==> src/rtl/atom_sram_pkg.sv <==
// Shared types and constants for the Atom board SRAM sequencer/arbiter.
// Holds the access FSM state encoding, address width and requester ids.
package atom_sram_pkg;

  localparam int SRAM_ADDR_W = 18;

  localparam logic PORT_CPU = 1'b0;
  localparam logic PORT_AUX = 1'b1;

  typedef enum logic [1:0] {
    IDLE   = 2'd0,
    SETUP  = 2'd1,
    STROBE = 2'd2,
    HOLD   = 2'd3
  } state_t;

endpackage

==> src/rtl/sram_arbiter_if.sv <==
// Request/response bundle for the CPU and aux SRAM requesters (level req held until one-cycle ack).
// master = requesters, slave = sram_arbiter.
interface sram_arbiter_if #(
  parameter int ADDR_W = 18
);
  logic              cpu_req;
  logic              cpu_we;
  logic [ADDR_W-1:0] cpu_addr;
  logic [7:0]        cpu_wdata;
  logic [7:0]        cpu_rdata;
  logic              cpu_ack;

  logic              aux_req;
  logic              aux_we;
  logic [ADDR_W-1:0] aux_addr;
  logic [7:0]        aux_wdata;
  logic [7:0]        aux_rdata;
  logic              aux_ack;

  modport master (
    output cpu_req, cpu_we, cpu_addr, cpu_wdata,
    input  cpu_rdata, cpu_ack,
    output aux_req, aux_we, aux_addr, aux_wdata,
    input  aux_rdata, aux_ack
  );

  modport slave (
    input  cpu_req, cpu_we, cpu_addr, cpu_wdata,
    output cpu_rdata, cpu_ack,
    input  aux_req, aux_we, aux_addr, aux_wdata,
    output aux_rdata, aux_ack
  );
endinterface

==> src/rtl/sram_rr_arb.sv <==
// Two-port round-robin grant; last_grant moves only when the sequencer leaves IDLE.
// Combinational grant, one register; with SRAM_ARB_AUX_EN undefined the CPU always wins.
module sram_rr_arb
  import atom_sram_pkg::*;
(
  input  logic clk100,
  input  logic reset,
  input  logic cpu_req,
  input  logic aux_req,
  input  logic grant,
  output logic gnt_port
);

`ifdef SRAM_ARB_AUX_EN
  logic last_grant_q, last_grant_d;

  // On a tie the port that did not win last time gets the SRAM.
  always_comb begin
    gnt_port = PORT_CPU;
    if (cpu_req && aux_req) begin
      gnt_port = (last_grant_q == PORT_CPU) ? PORT_AUX : PORT_CPU;
    end else if (aux_req) begin
      gnt_port = PORT_AUX;
    end
    last_grant_d = grant ? gnt_port : last_grant_q;
  end

  always_ff @(posedge clk100 or posedge reset) begin
    if (reset) begin
      last_grant_q <= PORT_AUX;
    end else begin
      last_grant_q <= last_grant_d;
    end
  end
`else
  wire unused_arb_inputs = ^{clk100, reset, cpu_req, aux_req, grant};
  assign gnt_port = PORT_CPU;
`endif

endmodule

==> src/rtl/sram_arbiter.sv <==
// Sequencer for the 256Kx8 async SRAM: IDLE->SETUP->STROBE(ACCESS_CYCLES)->HOLD, ack in HOLD, all pins registered.
// Aux port and round-robin arbitration exist only when SRAM_ARB_AUX_EN is defined; otherwise aux is ignored.
module sram_arbiter
  import atom_sram_pkg::*;
#(
  parameter int ADDR_W        = SRAM_ADDR_W,
  parameter int ACCESS_CYCLES = 2
) (
  input  logic              clk100,
  input  logic              reset,
  sram_arbiter_if.slave     bus,
  output logic              RAMCS_b,
  output logic              RAMOE_b,
  output logic              RAMWE_b,
  output logic [ADDR_W-1:0] ADR,
  output logic [7:0]        dat_out,
  output logic              dat_oe,
  input  logic [7:0]        dat_in
);

  localparam logic [3:0] CNT_LOAD = 4'(ACCESS_CYCLES - 1);

  state_t            state_q, state_d;
  logic [3:0]        cnt_q, cnt_d;
  logic              port_q, port_d;
  logic              we_q, we_d;
  logic [ADDR_W-1:0] adr_q, adr_d;
  logic [7:0]        dat_out_q, dat_out_d;
  logic              cs_b_q, cs_b_d, oe_b_q, oe_b_d, we_b_q, we_b_d;
  logic              dat_oe_q, dat_oe_d;
  logic              cpu_ack_q, cpu_ack_d;
  logic [7:0]        cpu_rdata_q, cpu_rdata_d;

  logic              aux_req;
  logic              grant;
  logic              gnt_port;
  logic              sel_we;
  logic [ADDR_W-1:0] sel_addr;
  logic [7:0]        sel_wdata;
  logic              rd_capture;

`ifdef SRAM_ARB_AUX_EN
  assign aux_req = bus.aux_req;
`else
  assign aux_req = 1'b0;
  wire unused_aux = ^{bus.aux_req, bus.aux_we, bus.aux_addr, bus.aux_wdata};
`endif

  assign grant = (state_q == IDLE) && (bus.cpu_req || aux_req);

  sram_rr_arb u_arb (
    .clk100   (clk100),
    .reset    (reset),
    .cpu_req  (bus.cpu_req),
    .aux_req  (aux_req),
    .grant    (grant),
    .gnt_port (gnt_port)
  );

  always_comb begin
    sel_we    = bus.cpu_we;
    sel_addr  = bus.cpu_addr;
    sel_wdata = bus.cpu_wdata;
`ifdef SRAM_ARB_AUX_EN
    if (gnt_port == PORT_AUX) begin
      sel_we    = bus.aux_we;
      sel_addr  = bus.aux_addr;
      sel_wdata = bus.aux_wdata;
    end
`endif
  end

  // Next-state logic.
  always_comb begin
    state_d = state_q;
    cnt_d   = cnt_q;
    case (state_q)
      IDLE:   if (grant) state_d = SETUP;
      SETUP: begin
        state_d = STROBE;
        cnt_d   = CNT_LOAD;
      end
      STROBE: begin
        if (cnt_q == 4'd0) state_d = HOLD;
        else               cnt_d   = cnt_q - 4'd1;
      end
      HOLD:   state_d = IDLE;
      default: state_d = IDLE;
    endcase
  end

  // Access registers only move on a grant, so ADR and data stay put through HOLD.
  always_comb begin
    port_d    = port_q;
    we_d      = we_q;
    adr_d     = adr_q;
    dat_out_d = dat_out_q;
    if (grant) begin
      port_d = gnt_port;
      we_d   = sel_we;
      adr_d  = sel_addr;
      if (sel_we) dat_out_d = sel_wdata;
    end
  end

  // Pin outputs are decoded from the upcoming state so they are flop outputs in that state.
  assign rd_capture = (state_q == STROBE) && (cnt_q == 4'd0) && !we_q;

  always_comb begin
    cs_b_d      = (state_d == IDLE);
    oe_b_d      = !((state_d != IDLE) && !we_d);
    we_b_d      = !((state_d == STROBE) && we_d);
    dat_oe_d    = (state_d != IDLE) && we_d;
    cpu_ack_d   = (state_d == HOLD) && (port_d == PORT_CPU);
    cpu_rdata_d = (rd_capture && (port_q == PORT_CPU)) ? dat_in : cpu_rdata_q;
  end

  always_ff @(posedge clk100 or posedge reset) begin
    if (reset) begin
      state_q     <= IDLE;
      cnt_q       <= 4'd0;
      port_q      <= PORT_CPU;
      we_q        <= 1'b0;
      adr_q       <= '0;
      dat_out_q   <= 8'h00;
      cs_b_q      <= 1'b1;
      oe_b_q      <= 1'b1;
      we_b_q      <= 1'b1;
      dat_oe_q    <= 1'b0;
      cpu_ack_q   <= 1'b0;
      cpu_rdata_q <= 8'h00;
    end else begin
      state_q     <= state_d;
      cnt_q       <= cnt_d;
      port_q      <= port_d;
      we_q        <= we_d;
      adr_q       <= adr_d;
      dat_out_q   <= dat_out_d;
      cs_b_q      <= cs_b_d;
      oe_b_q      <= oe_b_d;
      we_b_q      <= we_b_d;
      dat_oe_q    <= dat_oe_d;
      cpu_ack_q   <= cpu_ack_d;
      cpu_rdata_q <= cpu_rdata_d;
    end
  end

`ifdef SRAM_ARB_AUX_EN
  logic       aux_ack_q, aux_ack_d;
  logic [7:0] aux_rdata_q, aux_rdata_d;

  always_comb begin
    aux_ack_d   = (state_d == HOLD) && (port_d == PORT_AUX);
    aux_rdata_d = (rd_capture && (port_q == PORT_AUX)) ? dat_in : aux_rdata_q;
  end

  always_ff @(posedge clk100 or posedge reset) begin
    if (reset) begin
      aux_ack_q   <= 1'b0;
      aux_rdata_q <= 8'h00;
    end else begin
      aux_ack_q   <= aux_ack_d;
      aux_rdata_q <= aux_rdata_d;
    end
  end

  assign bus.aux_ack   = aux_ack_q;
  assign bus.aux_rdata = aux_rdata_q;
`else
  assign bus.aux_ack   = 1'b0;
  assign bus.aux_rdata = 8'h00;
`endif

  assign bus.cpu_ack   = cpu_ack_q;
  assign bus.cpu_rdata = cpu_rdata_q;
  assign RAMCS_b       = cs_b_q;
  assign RAMOE_b       = oe_b_q;
  assign RAMWE_b       = we_b_q;
  assign ADR           = adr_q;
  assign dat_out       = dat_out_q;
  assign dat_oe        = dat_oe_q;

endmodule

==> src/flat_wrapper.sv <==
// flat-port wrapper written by rule: the top's interface ports become plain ports
module sram_arbiter_flat import atom_sram_pkg::*;
#(
  parameter int ADDR_W        = SRAM_ADDR_W,
  parameter int ACCESS_CYCLES = 2
)
  (clk100, reset, RAMCS_b, RAMOE_b, RAMWE_b, ADR, dat_out, dat_oe, dat_in, bus_cpu_req, bus_cpu_we, bus_cpu_addr, bus_cpu_wdata, bus_cpu_rdata, bus_cpu_ack, bus_aux_req, bus_aux_we, bus_aux_addr, bus_aux_wdata, bus_aux_rdata, bus_aux_ack);
  sram_arbiter_if #(.ADDR_W(ADDR_W)) bus_i ();
  input  logic clk100;
  input  logic reset;
  output logic RAMCS_b;
  output logic RAMOE_b;
  output logic RAMWE_b;
  output logic [ADDR_W-1:0] ADR;
  output logic [7:0] dat_out;
  output logic dat_oe;
  input  logic [7:0] dat_in;
  input wire logic [$bits(bus_i.cpu_req)-1:0] bus_cpu_req;
  input wire logic [$bits(bus_i.cpu_we)-1:0] bus_cpu_we;
  input wire logic [$bits(bus_i.cpu_addr)-1:0] bus_cpu_addr;
  input wire logic [$bits(bus_i.cpu_wdata)-1:0] bus_cpu_wdata;
  output wire logic [$bits(bus_i.cpu_rdata)-1:0] bus_cpu_rdata;
  output wire logic [$bits(bus_i.cpu_ack)-1:0] bus_cpu_ack;
  input wire logic [$bits(bus_i.aux_req)-1:0] bus_aux_req;
  input wire logic [$bits(bus_i.aux_we)-1:0] bus_aux_we;
  input wire logic [$bits(bus_i.aux_addr)-1:0] bus_aux_addr;
  input wire logic [$bits(bus_i.aux_wdata)-1:0] bus_aux_wdata;
  output wire logic [$bits(bus_i.aux_rdata)-1:0] bus_aux_rdata;
  output wire logic [$bits(bus_i.aux_ack)-1:0] bus_aux_ack;
  assign bus_i.cpu_req = bus_cpu_req;
  assign bus_i.cpu_we = bus_cpu_we;
  assign bus_i.cpu_addr = bus_cpu_addr;
  assign bus_i.cpu_wdata = bus_cpu_wdata;
  assign bus_cpu_rdata = bus_i.cpu_rdata;
  assign bus_cpu_ack = bus_i.cpu_ack;
  assign bus_i.aux_req = bus_aux_req;
  assign bus_i.aux_we = bus_aux_we;
  assign bus_i.aux_addr = bus_aux_addr;
  assign bus_i.aux_wdata = bus_aux_wdata;
  assign bus_aux_rdata = bus_i.aux_rdata;
  assign bus_aux_ack = bus_i.aux_ack;
  sram_arbiter #(.ADDR_W(ADDR_W), .ACCESS_CYCLES(ACCESS_CYCLES)) u_core (.clk100(clk100), .reset(reset), .bus(bus_i), .RAMCS_b(RAMCS_b), .RAMOE_b(RAMOE_b), .RAMWE_b(RAMWE_b), .ADR(ADR), .dat_out(dat_out), .dat_oe(dat_oe), .dat_in(dat_in));
endmodule
==> config.mk <==
export PLATFORM = sky130hd
export DESIGN_NAME = sram_arbiter_flat
export DESIGN_NICKNAME = d
export VERILOG_FILES = /design/src/rtl/atom_sram_pkg.sv /design/src/rtl/sram_arbiter_if.sv /design/src/rtl/sram_rr_arb.sv /design/src/rtl/sram_arbiter.sv /design/src/flat_wrapper.sv
export SDC_FILE = /design/constraint.sdc
export NUM_CORES = 1
export LEC_CHECK = 0
export BUFFER_PORTS_ARGS = -buffer_cell sky130_fd_sc_hd__buf_2
export CORE_ASPECT_RATIO = 1.4
export CORE_UTILIZATION = 43
export CTS_BUF_LIST = sky130_fd_sc_hd__clkbuf_16
export DETAILED_ROUTE_END_ITERATION = 10
export PLACE_DENSITY = 0.79
export SLEW_MARGIN = 20
export SYNTH_ARGS = -nofsm -noshare
export SYNTH_HDL_FRONTEND = slang
export SYNTH_SLANG_ARGS = --single-unit
==> constraint.sdc <==
create_clock -name clk100 -period 2.8 [get_ports clk100]
set_input_delay 0.7 -clock clk100 [delete_from_list [all_inputs] [get_ports clk100]]
set_output_delay 0.7 -clock clk100 [all_outputs]
set_load 0.02 [all_outputs]
==> results of run 1 <==
-- power groups by stage --
stage | registers (mW) | logic [mW] | clock network, mW
2_1_floorplan | 1.53 | 0.688 | 0
3_3_place_gp | 1.17 | 1.44 | 0
3_5_place_dp | 1.19 | 1.47 | 0
4_1_cts | 1.18 | 1.48 | 0.598
5_1_grt | 1.22 | 1.59 | 0.620
6_report | 1.18 | 1.46 | 0.582
-- cell usage in the layout (no fill, tap or decap), types with 2 or more instances in the layout --
cell / n
buf_2: 76
nor2_1: 2
o21ai_0: 7
clkbuf_16: 5
buf_4: 3
nand2_1: 3
ha_1: 6
mux2_4: 8
nor2b_1: 2
nand3_1: 2
inv_1: 4
dfstp_2: 3
dfrtp_1: 44
mux2_2: 26
conb_1: 9
-- registers in the layout, indices dropped and copies added (netlist names), 2 cells and up --
name / cells
u_core.ADR: 18
u_core.bus.cpu_rdata: 8
u_core.cnt_q: 4
u_core.dat_out: 8
u_core.state_q: 2
-- worst paths after layout --
path | depth (start not counted) | slack [ns] | to
max | 5 | 0.65 | u_core.bus.cpu_rdata[3]
min | 2 | 0.33 | u_core.ADR[4]
max reg2reg | 5 | 0.65 | u_core.bus.cpu_rdata[3]
min reg2reg | 1 | 0.50 | u_core.ADR[2]
max in group asynchronous | 3 | 1.92 | u_core.RAMCS_b
min in group clk100 | 1 | 0.50 | u_core.ADR[2]
-- cell usage after synthesis (all sizes together), types with 2 or more instances --
master	n
nor2b	2
ha	6
mux2	34
buf	10
dfrtp	44
o21ai	7
dfstp	3
inv	5
nand3	2
nor2	2
clkbuf	3
nand2	3
-- worst reg2reg max path: stages, from the launching register on --
cell	delay, ns
dfrtp_1	0.40
inv_1	0.11
ha_1	0.17
or3b_4	0.41
or4b_4	0.60
mux2_4	0.34
-- layer usage --
layer | vias up | track usage, % | share of wire (%)
met2 | 64 | 29.2 | 53
met3 | 5 | 4.52 | 6.8
met1 | 629 | 18.1 | 38
li1 | 617 | - | -
met4 | 0 | 8.57 | 2.0
met5 | - | 0 | 0
-- area by class of cell --
cell class,instances,area (µm²)
clock buffer,5,125
clock inverter,3,20.0
fill,387,1760
inverter,5,18.8
multi-input combinational,80,726
sequential,47,1180
tap,60,75.1
timing repair buffer,79,403
-- cell families (layout without fill, tap and decap cells) --
| logic type | Yosys count | count (layout) | synth area share, % |
|---|---|---|---|
| flip-flops | 47 | 47 | 59.5 |
| multiplexers | 34 | 34 | 20.8 |
| buffers and inverters | 18 | 92 | 5.49 |
| AND/OR/NAND/NOR | 16 | 16 | 5.30 |
| AO/OA/AOI/OAI | 15 | 15 | 4.98 |
| adder cells (fa/ha/maj) | 6 | 6 | 3.78 |
| other | 1 | 9 | 0.189 |
-- metrics by stage --
step           total power, mW  hold slack [ns]  cell area (µm²)  instances
4_1_cts                   3.27            0.337             2550        279
6_report                  3.22            0.330             2550        279
2_1_floorplan             2.22            0.473             2010        145
3_3_place_gp              2.61            0.484             2400        271
3_5_place_dp              2.66            0.486             2400        271
5_1_grt                   3.43            0.346             2550        279
==> flow_summary.json, run 1 <==
{
  "internal-power_mw": 2.00,
  "die-area_um2": 4890,
  "async_flop_share_pct": 100,
  "p_seq_share_pct": 36.5,
  "ys_warn_count": 0,
  "port_buffers": 76,
  "startpoint_type": "register",
  "avgSynthCellArea_um2": 14.5,
  "combPwrFrac_pct": 45.4,
  "clock_sinks": 47,
  "post-route-min-period_ns": 2.15,
  "finalWorstSetupSlack_ns": 0.653,
  "cts_setup_buffers": 0,
  "cts_resized": 0,
  "die_w_um": 59.4,
  "fin_tns_setup_ns": 0,
  "syn2layout_area_growth_pct": 28.4,
  "wl_per_cell_um": 13.7,
  "cp.required_ns": 2.97,
  "hold_buffers": 0,
  "drive_gt1_share_pct": 58.4,
  "yosysTopAreaCellShare_pct": 55.5,
  "path_cells": "inv_1 -> ha_1 -> or3b_4 -> or4b_4 -> mux2_4",
  "end_kind": "register",
  "leakage_nw": 1.30,
  "rsz0062_at_grt": "no",
  "synth_ff_type": "dfrtp_1",
  "max_stage_delay_ns": 0.60,
  "rows": 28,
  "grt_pass1_wl_um": 5910,
  "status": "finished clean",
  "globalRouteTotalUtil_pct": 16.7,
  "antenna_found_initial": 0,
  "routabilityCongestion": 0.718,
  "cts_tree": "done",
  "final_nets": 290,
  "place_ws_ns": 0.665,
  "cts.path.max_buffers": 2,
  "synth_cells": 137,
  "r2r-start": "u_core.cnt_q[0]",
  "start_util_pct": 46.1,
  "maxSlewViolCount": 0,
  "cp_max_fo": 8,
  "synth_area_um2": 1980,
  "antennaDiodeCount": 0,
  "grt_max_degree": 23,
  "final_core_util_pct": 59.1,
  "p_sw_mw": 1.22,
  "yosysSeqAreaShare_pct": 59.5,
  "vias": 1315,
  "synth_edf_count": 0,
  "drc": 0,
  "cts_buffers": 5,
  "htree_num_levels": 2,
  "root_buffer": "clkbuf_16",
  "dp_hpwl_um": 2910,
  "vias_per_cell": 4.71,
  "swShare_pct": 38.0,
  "peakVddDrop_mv": 0.570,
  "period_share_pct": 76.7,
  "drt_iter0_markers": 12,
  "cp_num_buf_inv": 1,
  "grt_pass1_vias": 1301,
  "hold_path.class": "in2async",
  "clk_latency_ns": 0.29,
  "hold_viol_final": 0,
  "clk_pin_slew_ns": 0.06,
  "drv_cap": 0,
  "finalSetupViolCount": 0,
  "ant_nets": 0,
  "yosys.area.top_type": "dfrtp_1",
  "drt_first_pass_iters": 4,
  "powerDensity_nw_per_um2": 1270,
  "synthDistinctLibCells": 30,
  "fin_skew_ns": 0.00442,
  "synth.area.top_cells": "dfrtp_1, mux2_2, mux2_4",
  "coreArea_um2": 4310,
  "path_class": "reg2reg",
  "routed_wl_um": 3810,
  "worstPathArrival_ns": 2.32,
  "ys_ff_latch": 47,
  "critPathSlowestCell": "or4b_4",
  "fmax_mhz": 466,
  "gr-total-overflow": 0,
  "p_clk_share_pct": 18.1,
  "startpoint": "u_core.cnt_q[0]",
  "die-height_um": 82.4,
  "crit_family": "simple AND/OR/NAND/NOR gates",
  "ioPinCount": 114
}
Power figures use the tool's default switching activity.
==> run 2: changes to the inputs <==
- clock period: 2.8 -> 2.2 ns (I/O delays scaled with it)
==> run 2 against run 1 <==
  * Setup slack worse by 0.59 ns
  * Die area stayed put
  * Non-clock buffer count rose by 4
  * First-iteration DRC count is 8.3% lower
  * Critical path depth unchanged
  * Total power up 28%
==> flow_summary.json, run 2 (same netlist as run 1, synthesis figures left out) <==
{
  "status": "finished clean",
  "startpoint_type": "register",
  "wl_per_cell_um": 12.7,
  "final_core_util_pct": 59.8,
  "rows": 28,
  "p_sw_mw": 1.55,
  "ant_nets": 0,
  "end_kind": "register",
  "fin_tns_setup_ns": 0,
  "swShare_pct": 37.4,
  "met3_length_um": 251,
  "hold_path.class": "in2async",
  "htree_num_levels": 2,
  "cts.path.max_buffers": 2,
  "p_seq_share_pct": 36.2,
  "dp_hpwl_um": 2710,
  "final-seq-area_um2": 1180,
  "period_share_pct": 97.0,
  "worstRegToRegCells": 5,
  "post-route-min-period_ns": 2.13,
  "antennaDiodeCount": 0,
  "routed_wl_um": 3590,
  "finalSetupViolCount": 0,
  "peakVddDrop_mv": 0.824,
  "fill_cells": 353,
  "internal-power_mw": 2.59,
  "multiInputGateArea_um2": 726,
  "drc": 0,
  "vias": 1331,
  "clk_latency_ns": 0.28,
  "route.met2.wl_um": 1810,
  "p_clk_share_pct": 17.5,
  "routabilityCongestion": 0.811,
  "fmax_mhz": 469,
  "grt_max_degree": 48,
  "met1Wirelength_um": 1450,
  "leakage_nw": 1.33,
  "coreArea_um2": 4310,
  "path_class": "reg2reg",
  "layout_commonest_cell": "buf_2",
  "fin_skew_ns": 0.00535,
  "grt_pass1_wl_um": 5370,
  "drt_iter0_markers": 11,
  "rsz0062_at_grt": "no",
  "syn2layout_area_growth_pct": 29.8,
  "antenna_found_initial": 0,
  "worstPathArrival_ns": 2.30,
  "clk_pin_slew_ns": 0.06,
  "cp.required_ns": 2.36,
  "tightest_slew_ns": 0.562,
  "max_slew_margin_pct": 62.5,
  "vias_per_cell": 4.70,
  "gr-total-overflow": 0,
  "r2r_slack_ns": 0.07,
  "ioPinCount": 114,
  "drt_first_pass_iters": 3,
  "largest_reg_flops": 18,
  "drive_gt1_share_pct": 60.1,
  "combPwrFrac_pct": 46.3,
  "globalRouteTotalUtil_pct": 15.1,
  "die_w_um": 59.4,
  "drv_cap": 0,
  "final_cell_mix": "buf_2, dfrtp_1, mux2_2",
  "powerDensity_nw_per_um2": 1610,
  "top_layer": "met4",
  "hold_viol_final": 0,
  "root_buffer": "clkbuf_16",
  "maxSlewViolCount": 0,
  "final_nets": 294,
  "start_util_pct": 46.1,
  "cp_max_fo": 8,
  "die-area_um2": 4890,
  "die-height_um": 82.4,
  "grt_pass1_vias": 1213,
  "clock_sinks": 47,
  "cts_tree": "done",
  "port_buffers": 76,
  "cts_buffers": 5,
  "p_total_mw": 4.14
}
## run 2: cell count changes in the layout (fill, tap and decap cells not counted)
| cell | delta |
|---|---|
| inv_1 | -1 |
| inv_2 | +1 |
| clkinv_1 | -1 |
| clkinv_4 | -1 |
| clkinvlp_4 | -1 |
| buf_4 | +4 |
| inv_6 | +1 |
| clkinv_2 | +2 |
## run 2: metal layers
metal / global-route usage [%] / vias up
met3: 4.83 / 6
li1: - / 629
met4: 8.57 / 0
met1: 17.0 / 633
met2: 24.9 / 63
met5: 0 / -
## run 2: worst paths after layout
path,start,end
max,u_core.cnt_q[0],u_core.bus.cpu_rdata[5]
min,reset,u_core.ADR[17]
max reg2reg,u_core.cnt_q[0],u_core.bus.cpu_rdata[5]
min reg2reg,u_core.ADR[8],u_core.ADR[8]
max in group asynchronous,reset,u_core.RAMCS_b
min in group clk100,bus_cpu_wdata[7],u_core.dat_out[7]
## run 2: per-stage QoR
| step | worst slack (ns) | hold slack (ns) | instance area (µm²) | instances |
|---|---|---|---|---|
| 4_1_cts | 0.0519 | 0.424 | 2550 | 280 |
| 5_1_grt | 0.00932 | 0.445 | 2580 | 283 |
| 3_3_place_gp | 0.0984 | 0.484 | 2410 | 272 |
| 3_5_place_dp | 0.0690 | 0.487 | 2410 | 272 |
| 2_1_floorplan | 0.154 | 0.473 | 2010 | 145 |
| 6_report | 0.0657 | 0.404 | 2580 | 283 |
## run 2: area by class of cell
cell class / instances / share of cell area (%)
clock buffers: 5 / 4.86
clock inverters: 3 / 0.729
inverters: 5 / 0.729
multi-input cells: 80 / 28.2
flip-flops and latches: 47 / 45.8
well taps: 60 / 2.91
repair buffers: 83 / 16.8
## run 2: power groups by stage
stage / combinational (mW) / sequential, mW / clock, mW
4_1_cts: 1.89 / 1.50 / 0.749
3_3_place_gp: 1.85 / 1.49 / 0
2_1_floorplan: 0.876 / 1.95 / 0
6_report: 1.92 / 1.50 / 0.726
5_1_grt: 2.07 / 1.55 / 0.780
3_5_place_dp: 1.89 / 1.52 / 0
## run 2: repair_timing
action | 4_1_cts | 5_1_grt
buffers inserted | 0 | 3
endpoints found under the setup margin | 0 | 2
resized for setup | 0 | 1
hold buffers | 0 | 0
## run 2: critical path, cell delays in order (launching register included)
cell	delay, ns
dfrtp_1	0.40
inv_2	0.08
ha_1	0.16
or3b_4	0.38
or4b_4	0.65
mux2_4	0.34
==> run 3: changes to the inputs <==
- REMOVE_ABC_BUFFERS: not set -> 1
- SETUP_SLACK_MARGIN: not set -> 0.2
==> run 3 against run 2 <==
  * Sequential share of layout area shrank 1.5 points
  * Sequential cell count is the same
  * Worst hold slack worse by 0.13 ns
  * Clock skew fell by 0.0011 ns
  * Critical endpoint is now u_core.bus.cpu_rdata[3]
==> flow_summary.json, run 3 (same netlist as run 1, synthesis figures left out) <==
{
  "status": "finished clean",
  "port_buffers": 76,
  "die-area_um2": 4890,
  "swShare_pct": 35.8,
  "hold_viol_final": 0,
  "drive_gt1_share_pct": 60.9,
  "ioPinCount": 114,
  "largest_reg_flops": 18,
  "startpoint_type": "register",
  "finalWorstSetupSlack_ns": 0.151,
  "peakVddDrop_mv": 0.962,
  "path_class": "reg2reg",
  "cp.required_ns": 2.37,
  "fin_area_um2": 2660,
  "antenna_found_initial": 0,
  "clock_sinks": 47,
  "routabilityCongestion": 0.783,
  "placed_cell_area_um2": 2410,
  "p_clk_share_pct": 21.4,
  "ant_nets": 0,
  "clk_latency_ns": 0.28,
  "r2r-start": "u_core.cnt_q[1]",
  "r2r-end": "u_core.bus.cpu_rdata[3]",
  "syn2layout_area_growth_pct": 34.1,
  "globalRouteTotalUtil_pct": 17.0,
  "p_sw_mw": 1.59,
  "cp_max_fo": 8,
  "final_cell_mix": "buf_2, dfrtp_1, mux2_2",
  "rsz0062_at_grt": "yes",
  "layout_commonest_cell": "buf_2",
  "htree_num_levels": 2,
  "worstRegToRegCells": 5,
  "fin_skew_ns": 0.00421,
  "end_kind": "register",
  "root_buffer": "clkbuf_16",
  "drv_cap": 0,
  "clk_pin_slew_ns": 0.06,
  "rows": 28,
  "post-route-min-period_ns": 2.05,
  "critPathCapture": "u_core.bus.cpu_rdata[3]",
  "coreArea_um2": 4310,
  "finalSetupViolCount": 0,
  "routed_wl_um": 4030,
  "fill_cells": 337,
  "vias_per_cell": 4.74,
  "antennaDiodeCount": 0,
  "cts.path.max_buffers": 2,
  "die-height_um": 82.4,
  "cts_buffers": 5,
  "r2r_slack_ns": 0.15,
  "powerDensity_nw_per_um2": 1670,
  "start_util_pct": 46.1,
  "max_stage_delay_ns": 0.61,
  "grt_max_degree": 27,
  "vias": 1351,
  "maxSlewViolCount": 0,
  "hold_path.class": "in2async",
  "fmax_mhz": 488,
  "wl_per_cell_um": 14.2,
  "die_w_um": 59.4,
  "drt_iter0_markers": 28,
  "gr-total-overflow": 0,
  "grt_pass1_wl_um": 5980,
  "critPathSlowestCell": "or4b_4",
  "internal-power_mw": 2.85,
  "dp_hpwl_um": 2890,
  "drt_first_pass_iters": 4,
  "cts_tree": "done",
  "worstPathArrival_ns": 2.22,
  "drc": 0,
  "fin_tns_setup_ns": 0,
  "leakage_nw": 1.36,
  "grt_pass1_vias": 1317,
  "final_nets": 296,
  "period_share_pct": 93.1,
  "startpoint": "u_core.cnt_q[1]",
  "p_seq_share_pct": 33.8,
  "path_cells": "inv_2 -> ha_4 -> or3b_4 -> or4b_4 -> mux2_4",
  "combPwrFrac_pct": 44.8,
  "place_ws_ns": 0.0581
}
-- run 3: metrics by stage --
| step | utilization, % | power, mW | hold slack [ns] | std cells |
|---|---|---|---|---|
| 3_3_place_gp | 56.0 | 3.34 | 0.484 | 271 |
| 6_report | 61.8 | 4.44 | 0.276 | 285 |
| 4_1_cts | 61.8 | 4.46 | 0.299 | 285 |
| 2_1_floorplan | - | 2.80 | 0.473 | 132 |
| 3_5_place_dp | 56.0 | 3.41 | 0.489 | 271 |
| 5_1_grt | 61.8 | 4.71 | 0.327 | 285 |
-- run 3: worst min-delay path by stage --
| stage | endpoint | slack (ns) |
|---|---|---|
| 2_1_floorplan | u_core.port_q | 0.47 |
| 3_3_place_gp | u_core.dat_out[4] | 0.48 |
| 3_5_place_dp | u_core.ADR[0] | 0.49 |
| 4_1_cts | u_core.ADR[10] | 0.30 |
| 5_1_grt | u_core.ADR[7] | 0.33 |
| 6_report | u_core.ADR[4] | 0.28 |
-- run 3: final cells by class --
type / instances / area (µm²) / area share, %
multi-input cells: 80 / 738 / 27.7
flip-flops and latches: 47 / 1180 / 44.3
repair buffers: 85 / 460 / 17.3
clock buffers: 5 / 125 / 4.70
clock inverters: 3 / 63.8 / 2.40
inverters: 5 / 18.8 / 0.705
well taps: 60 / 75.1 / 2.82
-- run 3: critical path, delay by kind of cell (launching register included) --
kind	cells	cell delay, ns
simple gates	2	0.99
flops	1	0.40
mux	1	0.33
fa+ha+maj	1	0.13
buf+inv	1	0.09
-- run 3: metal layers --
layer  wire length (µm)  global-route usage [%]  vias to the layer above  part of all wire (%)
met3                289                    5.14                        6                   7.2
met5                  0                       0                        -                     0
met1               1460                    18.9                      656                    36
met4                 65                    9.05                        0                   1.6
li1                   -                       -                      631                     -
met2               2220                    28.8                       58                    55
-- run 3: power groups by stage --
stage               Clock [mW]  Combinational (mW)  Sequential (mW)
floorplan                    0               0.848             1.95
global placement             0                1.84             1.49
detailed placement           0                1.89             1.52
CTS                      0.969                1.99             1.50
global route              1.00                2.15             1.56
finish                   0.952                1.99             1.50
-- run 3: what timing repair did --
action / CTS / global route
gates resized for setup: 4 / 0
endpoints found under the setup margin: 8 / 8
pin swaps: 2 / 1
buffers inserted: 6 / 0
hold buffers: 0 / 0
